**config.mk**
```make
export PLATFORM = sky130hd
export DESIGN_NAME = id_ex_stage
export DESIGN_NICKNAME = d
export VERILOG_FILES = /design/src/rtl/core_pkg.sv /design/src/rtl/load_use_detect.sv /design/src/rtl/id_ex_stage.sv
export SDC_FILE = /design/constraint.sdc
export NUM_CORES = 1
export LEC_CHECK = 0
export CAP_MARGIN = 20
export CORE_AREA = 5 5 142 144
export CTS_BUF_LIST = sky130_fd_sc_hd__clkbuf_16
export CTS_CLUSTER_SIZE = 16
export DETAILED_ROUTE_END_ITERATION = 10
export DIE_AREA = 0 0 147 149
export HOLD_SLACK_MARGIN = 0.08
export PLACE_DENSITY = 0.83
export SLEW_MARGIN = 20
export SYNTH_ARGS = -nofsm -noshare
export SYNTH_HDL_FRONTEND = slang
export SYNTH_SLANG_ARGS = --single-unit
```
**constraint.sdc**
```tcl
create_clock -name clk -period 6.2 [get_ports clk]
set_clock_uncertainty 0.1 [all_clocks]
set_input_delay 1.24 -clock clk [delete_from_list [all_inputs] [get_ports clk]]
set_output_delay 1.24 -clock clk [all_outputs]
set_load 0.1 [all_outputs]
```
**src/rtl/core_pkg.sv**
```systemverilog
// rtl/core_pkg.sv - shared RV32I opcode, control-bundle and rs-usage definitions
package core_pkg;

  localparam logic [6:0] OP_RTYPE  = 7'b0110011;
  localparam logic [6:0] OP_ITYPE  = 7'b0010011;
  localparam logic [6:0] OP_LOAD   = 7'b0000011;
  localparam logic [6:0] OP_STORE  = 7'b0100011;
  localparam logic [6:0] OP_BRANCH = 7'b1100011;
  localparam logic [6:0] OP_JAL    = 7'b1101111;
  localparam logic [6:0] OP_JALR   = 7'b1100111;
  localparam logic [6:0] OP_LUI    = 7'b0110111;
  localparam logic [6:0] OP_AUIPC  = 7'b0010111;

  localparam logic [1:0] ALUOP_MEM   = 2'b00;
  localparam logic [1:0] ALUOP_BR    = 2'b01;
  localparam logic [1:0] ALUOP_ARITH = 2'b10;
  localparam logic [1:0] ALUOP_JMP   = 2'b11;

  localparam logic [1:0] RW_ALU   = 2'b00;
  localparam logic [1:0] RW_PC4   = 2'b01;
  localparam logic [1:0] RW_IMM   = 2'b10;
  localparam logic [1:0] RW_PCIMM = 2'b11;

  typedef struct packed {
    logic       alu_src;
    logic       mem_to_reg;
    logic       reg_write;
    logic       mem_read;
    logic       mem_write;
    logic [1:0] alu_op;
    logic       branch;
    logic       jalr_sel;
    logic [1:0] rw_sel;
  } ctrl_t;

  localparam ctrl_t CTRL_NOP = '0;

  // U-type and JAL carry no rs1 field; everything else reads it
  function automatic logic uses_rs1(input logic [6:0] op);
    return !(op == OP_LUI || op == OP_AUIPC || op == OP_JAL);
  endfunction

  function automatic logic uses_rs2(input logic [6:0] op);
    return (op == OP_RTYPE || op == OP_STORE || op == OP_BRANCH);
  endfunction

endpackage

```
**src/rtl/load_use_detect.sv**
```systemverilog
// rtl/load_use_detect.sv - combinational load-use hazard detector for the ID/EX boundary
module load_use_detect
  import core_pkg::*;
#(
  parameter int REG_AW = 5
) (
  input  logic              reset,
  input  logic              id_valid,
  input  logic [6:0]        id_opcode,
  input  logic [REG_AW-1:0] id_rs1,
  input  logic [REG_AW-1:0] id_rs2,
  input  logic              ex_valid,
  input  logic              ex_mem_read,
  input  logic [REG_AW-1:0] ex_rd,
  input  logic              flush,
  output logic              hazard,
  output logic              stall_o
);

  logic rs1_hit;
  logic rs2_hit;

  assign rs1_hit = uses_rs1(id_opcode) && (id_rs1 == ex_rd);
  assign rs2_hit = uses_rs2(id_opcode) && (id_rs2 == ex_rd);

  // a load into x0 produces nothing to wait for
  assign hazard  = id_valid && ex_valid && ex_mem_read && (ex_rd != '0) && (rs1_hit || rs2_hit);
  assign stall_o = hazard && !flush && !reset;

endmodule

```
**src/rtl/id_ex_stage.sv**
```systemverilog
// rtl/id_ex_stage.sv - ID/EX pipeline register with load-use bubble, flush and perf counters
module id_ex_stage
  import core_pkg::*;
#(
  parameter int DATA_W = 32,
  parameter int REG_AW = 5,
  parameter int CNT_W  = 16
) (
  input  logic              clk,
  input  logic              reset,
  input  logic              id_valid,
  input  logic [6:0]        id_opcode,
  input  logic              id_alu_src,
  input  logic              id_mem_to_reg,
  input  logic              id_reg_write,
  input  logic              id_mem_read,
  input  logic              id_mem_write,
  input  logic              id_branch,
  input  logic              id_jalr_sel,
  input  logic [1:0]        id_alu_op,
  input  logic [1:0]        id_rw_sel,
  input  logic [DATA_W-1:0] id_pc,
  input  logic [DATA_W-1:0] id_rd1,
  input  logic [DATA_W-1:0] id_rd2,
  input  logic [DATA_W-1:0] id_imm,
  input  logic [REG_AW-1:0] id_rs1,
  input  logic [REG_AW-1:0] id_rs2,
  input  logic [REG_AW-1:0] id_rd,
  input  logic [2:0]        id_funct3,
  input  logic [6:0]        id_funct7,
  input  logic              flush,
  output logic              ex_alu_src,
  output logic              ex_mem_to_reg,
  output logic              ex_reg_write,
  output logic              ex_mem_read,
  output logic              ex_mem_write,
  output logic              ex_branch,
  output logic              ex_jalr_sel,
  output logic [1:0]        ex_alu_op,
  output logic [1:0]        ex_rw_sel,
  output logic [DATA_W-1:0] ex_pc,
  output logic [DATA_W-1:0] ex_rd1,
  output logic [DATA_W-1:0] ex_rd2,
  output logic [DATA_W-1:0] ex_imm,
  output logic [REG_AW-1:0] ex_rs1,
  output logic [REG_AW-1:0] ex_rs2,
  output logic [REG_AW-1:0] ex_rd,
  output logic [2:0]        ex_funct3,
  output logic [6:0]        ex_funct7,
  output logic              ex_valid,
  output logic              stall_o,
  output logic [CNT_W-1:0]  bubble_cnt,
  output logic [CNT_W-1:0]  flush_cnt
);

  ctrl_t id_ctrl;
  ctrl_t ex_ctrl;
  logic  hazard;

  always_comb begin
    id_ctrl            = CTRL_NOP;
    id_ctrl.alu_src    = id_alu_src;
    id_ctrl.mem_to_reg = id_mem_to_reg;
    id_ctrl.reg_write  = id_reg_write;
    id_ctrl.mem_read   = id_mem_read;
    id_ctrl.mem_write  = id_mem_write;
    id_ctrl.alu_op     = id_alu_op;
    id_ctrl.branch     = id_branch;
    id_ctrl.jalr_sel   = id_jalr_sel;
    id_ctrl.rw_sel     = id_rw_sel;
  end

  load_use_detect #(.REG_AW(REG_AW)) u_detect (
    .reset       (reset),
    .id_valid    (id_valid),
    .id_opcode   (id_opcode),
    .id_rs1      (id_rs1),
    .id_rs2      (id_rs2),
    .ex_valid    (ex_valid),
    .ex_mem_read (ex_ctrl.mem_read),
    .ex_rd       (ex_rd),
    .flush       (flush),
    .hazard      (hazard),
    .stall_o     (stall_o)
  );

  always_ff @(posedge clk) begin
    if (reset) begin
      ex_valid   <= 1'b0;
      ex_ctrl    <= CTRL_NOP;
      ex_pc      <= '0;
      ex_rd1     <= '0;
      ex_rd2     <= '0;
      ex_imm     <= '0;
      ex_rs1     <= '0;
      ex_rs2     <= '0;
      ex_rd      <= '0;
      ex_funct3  <= '0;
      ex_funct7  <= '0;
      bubble_cnt <= '0;
      flush_cnt  <= '0;
    end else if (flush || hazard) begin
      // squash or bubble look identical in EX; only the counter differs
      ex_valid  <= 1'b0;
      ex_ctrl   <= CTRL_NOP;
      ex_pc     <= '0;
      ex_rd1    <= '0;
      ex_rd2    <= '0;
      ex_imm    <= '0;
      ex_rs1    <= '0;
      ex_rs2    <= '0;
      ex_rd     <= '0;
      ex_funct3 <= '0;
      ex_funct7 <= '0;
      if (flush) begin
        if (flush_cnt != '1) flush_cnt <= flush_cnt + CNT_W'(1);
      end else begin
        if (bubble_cnt != '1) bubble_cnt <= bubble_cnt + CNT_W'(1);
      end
    end else begin
      ex_valid  <= id_valid;
      ex_ctrl   <= id_valid ? id_ctrl : CTRL_NOP;
      ex_pc     <= id_pc;
      ex_rd1    <= id_rd1;
      ex_rd2    <= id_rd2;
      ex_imm    <= id_imm;
      ex_rs1    <= id_rs1;
      ex_rs2    <= id_rs2;
      ex_rd     <= id_rd;
      ex_funct3 <= id_funct3;
      ex_funct7 <= id_funct7;
    end
  end

  assign ex_alu_src    = ex_ctrl.alu_src;
  assign ex_mem_to_reg = ex_ctrl.mem_to_reg;
  assign ex_reg_write  = ex_ctrl.reg_write;
  assign ex_mem_read   = ex_ctrl.mem_read;
  assign ex_mem_write  = ex_ctrl.mem_write;
  assign ex_branch     = ex_ctrl.branch;
  assign ex_jalr_sel   = ex_ctrl.jalr_sel;
  assign ex_alu_op     = ex_ctrl.alu_op;
  assign ex_rw_sel     = ex_ctrl.rw_sel;

endmodule

```
-- Word-level counts from Yosys, hierarchy flattened
Cells that the tools add are included.
- register bits: 197
- input port bits: 175
- output and inout bits: 198
- logic and storage cells: 57
- add/subtract/negate cells: 2
- eq/ne operators: 10
- bitwise gates (word level): 2
- reductions and logical operators: 22
- operators by type and width (operator ; count):
    adder 16 x 1 -> 16 bit (second input constant) ; 2
    != test 16 bit (second input constant) ; 2
    == test 7 x 6 -> 1 bit (second input constant) ; 3
    == test 7 bit (second input constant) ; 2
    == test 5 bit ; 2
    logical AND 1 bit ; 8
    == test 7 x 5 -> 1 bit (second input constant) ; 1
    logical OR 1 bit ; 6
    AND reduction 3 bit ; 2
    nonzero test 5 bit ; 1
    zero test 1 bit ; 3
    OR reduction 3 bit ; 1
    NOT 1 bit ; 2
    OR reduction 2 bit ; 1

-- Logic depth before layout (Yosys ltp)
- word-level depth: 9
- gate-level depth with buffers: 8
- mapped depth without buffers: 7

-- Hierarchy
From an unflattened synthesis, not the netlist that was laid out.
- cells, all modules: 566
- area total of the unflattened synthesis: 6298.5 um^2
- modules (own cells, without submodules) (module ; instances ; cells an instance ; area each (um^2) ; sequential area each (um^2)):
    id_ex_stage ; 1 ; 540 ; 6108.4 ; 3943.8
    load_use_detect ; 1 ; 26 ; 190.2 ; 0.0

-- Worst setup path after synthesis
OpenSTA, ideal clock, no wires.
- path type: input -> output
- from: in id_opcode[6]
- to: out stall_o
- arrival time: 3.733 ns
- required time: 4.860 ns
- slack: 1.127 ns
- stages on the path: 7
- path buffers: 2
- path through: and3_1 o2111a_1 nor4_2 o211ai_1 clkbuf_1 clkbuf_1 nor2_1
- longest elaborated chain between the ends: 9
- elaborated cells on any way between the ends: 17
- those cells by class: eq/ne: 6; reduce/logical: 11
- RTL lines (element ; line ; source):
    from (decl) ; id_ex_stage.sv:12 ; input logic [6:0] id_opcode,
    == test 7 x 6 -> 1 bit or == test 7 x 5 -> 1 bit (tied branches) ; core_pkg.sv:40 ; return !(op == OP_LUI || op == OP_AUIPC || op == OP_JAL);
    logical OR 1 bit (2 in series) ; core_pkg.sv:40 ;
    zero test 1 bit ; core_pkg.sv:40 ;
    logical AND 1 bit ; load_use_detect.sv:23 ; assign rs1_hit = uses_rs1(id_opcode) && (id_rs1 == ex_rd);
    logical OR 1 bit * ; load_use_detect.sv:27 ; assign hazard = id_valid && ex_valid && ex_mem_read && (ex_rd != '0) && (rs1_hit || rs2_hit);
    logical AND 1 bit * ; load_use_detect.sv:27 ;
    logical AND 1 bit * (2 in series) ; load_use_detect.sv:28 ; assign stall_o = hazard && !flush && !reset;
    to (decl) ; id_ex_stage.sv:51 ; output logic stall_o,
Every way passes the cells marked *; elsewhere a longest branch is shown, timed or not.

-- Final worst setup path
- from: in id_rs2[4]
- to: out stall_o
- longest elaborated chain between the ends: 6
- RTL lines (element ; line ; source):
    from (decl) ; id_ex_stage.sv:27 ; input logic [REG_AW-1:0] id_rs2,
    == test 5 bit ; load_use_detect.sv:24 ; assign rs2_hit = uses_rs2(id_opcode) && (id_rs2 == ex_rd);
    logical AND 1 bit ; load_use_detect.sv:24 ;
    logical OR 1 bit ; load_use_detect.sv:27 ;
    logical AND 1 bit ; load_use_detect.sv:27 ;
    logical AND 1 bit (2 in series) ; load_use_detect.sv:28 ;
No other way between the ends.

==> metrics.md <==
| Metric | Value |
|---|---|
| Starting Density | 0.332 |
| P_int | 2.03 mW |
| Area leader, netlist | dfxtp_1 |
| Synth async-reset ratio | 0 |
| Drt drc | 0 |
| Setup TNS | 0 ns |
| VDD IR max | 0.188 mV |
| Chip height | 149 um |
| Routed len/inst | 17.4 um |
| Gr ovfl total | 0 |
| Clock power share | 0.358 |
| Yosys reg bits | 197 |
| Status | finished clean |
| Crit path DAT | 3.26 ns |
| Gpl congestion | 0.841 |
| Final hold slack | 0.402 ns |
| Drt initial violations | 230 |
| Inserted Clock Buffers | 17 |
| Leak | 4.09 nW |
| Clk_lat worst skew | 0.42 ns |
| Crit Path Max Fanout | 29 |
| Synthesized area per cell | 10.9 um^2 |
| Unrepaired setup endpoints after global routing | false |
| Switching pwr | 0.925 mW |
| Antenna fix cells | 0 |
| Pre-CTS WS | 1.59 ns |
| Synth Cell Area | roughly 6000 um^2 |
| Worst endpoint required time | 4.86 ns |
| Synth top area share | 0.640 |
| Worst slew margin | 0.248 |
| # port buffers | 372 |
| Worst setup SP type | input pin |
| Comb pwr share | 0.195 |
| CTS Buffer Depth | 2 |
| Top post-synthesis cells by area | dfxtp_1 64%, and2_1 16%, xor2_1 2.0% |
| Core Area | 18,600 um^2 |
| Synth Instances | 566 |
| Ys flop type | dfxtp_1 |
| CTS sink cnt | 197 |
| Antenna violations before repair | 0 |
| Register area share after synthesis | 0.640 |
| First-pass GRT wire length | 30.4 mm |
| Post-synth EDFFs | 0 |
| Via count of the first global-routing pass | 5,390 |
| Crit share post-route | 0.743 |
| Post-layout nets | around 1,100 |
| Critical path type | input pin to output port |
| Netlist cell types | 35 |
| Iteration count of the initial detailed-routing pass | 4 |
| Min-delay worst type | flop to flop |
| Pin slew with the least headroom to its limit | roughly 1.1 ns |
| Cell Pwr Density | 277 nW/um^2 |
| Total GRT Usage | 0.182 |
| Mapped Nets | 743 |
| Commonest cells post-synth | 197 x dfxtp_1, 155 x and2_1, 27 x clkbuf_1 |
| Post-detail-place hpwl | between 15 and 20 mm |
| # setup viols final | 0 |
| TritonCTS clock tree | done |
| Largest net degree at the start of global routing | 94 |
| CTS clk-pin slew, worst paths | 0.07 ns |
| CTS HTree Levels | 4 |
| Vias per cell | 4.40 |
| Overall power | roughly 3 mW |
| Resized Gates After CTS | 0 |
| Sw Share | 0.313 |
| Final Core Density | 0.575 |
| Clock root buffer | clkbuf_16 |
| Cell Rows | 50 |
| Most common cell in the netlist | dfxtp_1 |
| Area Overhead vs Synth | 73.3% |
| MaxCap Viol Count | 0 |
| Die X | 147 um |
| Worst Setup End Kind | output port |
| Post-route ant nets | 0 |
| Hold Vio Cnt, Final | 0 |
| Layout cell share with drive strength beyond 1 | 0.0455 |
| Top Ports | around 370 |
| Min Tclk post-route | 4.60 ns |
| CTS Hold Bufs | 0 |
| Max Fclk | 217 MHz |
| Max-slew violations | 0 |
| Vias post-DR | between 5,000 and 6,000 |
| Drt total wl | 20.5 mm |
| Full die area | around 22,000 um^2 |
| Yosys Warn Count | 0 |
| Post-CTS setup buffer count | 0 |
| Sequential share of power | 0.447 |
| Final worst setup slack | ~1.6 ns |
layout make-up:
cell class	instances	area [um^2]
clock buffer	17	425
clock inverter	15	144
fill	1555	7900
inverter	7	26.3
multi-input combinational	333	2090
sequential	197	3940
tap	234	293
timing repair buffer	377	3760
logic make-up (layout without fill, tap and decap cells):
logic type / count (synthesis) / count (layout) / share of synthesized area
adder cells (fa/ha/maj): 2 / 2 / 0.00406
multiplexers: 5 / 5 / 0.00873
XOR/XNOR: 24 / 24 / 0.0341
flip-flops: 197 / 197 / 0.640
AO/OA/AOI/OAI: 30 / 30 / 0.0313
buffers and inverters: 36 / 416 / 0.0221
AND/OR/NAND/NOR: 272 / 272 / 0.260
worst paths after layout:
check | startpoint | end | slack, ns | cells past startpoint
setup / recovery | id_rs2[4] | stall_o | 1.60 | 8
setup reg to reg | ex_rd[4] | bubble_cnt[7] | 3.71 | 7
hold / removal | bubble_cnt[6] | bubble_cnt[6] | 0.40 | 2
hold reg to reg | bubble_cnt[6] | bubble_cnt[6] | 0.40 | 2
worst max-delay path: stages:
cell and delay, ns:
clkdlybuf4s50_1 0.44, xnor2_1 0.33, nand3_1 0.12, nor4_1 0.34
o211ai_1 0.15, buf_4 0.24, nor2_1 0.11, buf_4 0.29
through the flow:
stage | cells | area (um^2)
global route | 1180 | 10700
detailed placement | 1147 | 10100
CTS | 1179 | 10700
floorplan | 566 | 6160
finish | 1180 | 10700
global placement | 1147 | 10100
power groups by stage:
stage	clock (mW)	combinational, mW	sequential [mW]
2_1_floorplan	0	0.0498	1.67
3_3_place_gp	0	0.576	1.35
3_5_place_dp	0	0.578	1.35
4_1_cts	1.09	0.581	1.32
5_1_grt	1.15	0.597	1.33
6_report	1.06	0.576	1.32
layout by cell type (no fill, tap or decap), types with 8 or more instances in the layout:
cell	synthesis	routed
xor2_1	14	14
xnor2_1	10	10
inv_1	7	9
and3_1	15	15
dfxtp_1	197	197
nand3_1	13	13
nor3_1	9	8
o31ai_1	9	9
and2_1	155	155
nor2_1	25	25
a21oi_1	14	14
nand4_1	14	14
nand2_1	14	14
clkbuf_16	0	17
or4_1	9	9
clkdlybuf4s50_1	0	371
layer usage:
metal	GRT usage	share of wire	wire [um]	vias up
li1	-	-	-	2572
met1	0.188	0.36	7340	2380
met2	0.329	0.52	10800	223
met3	0.0902	0.10	2110	20
met4	0.0499	0.017	344	0
met5	0	0	0	-
Power figures use the tool's default switching activity.
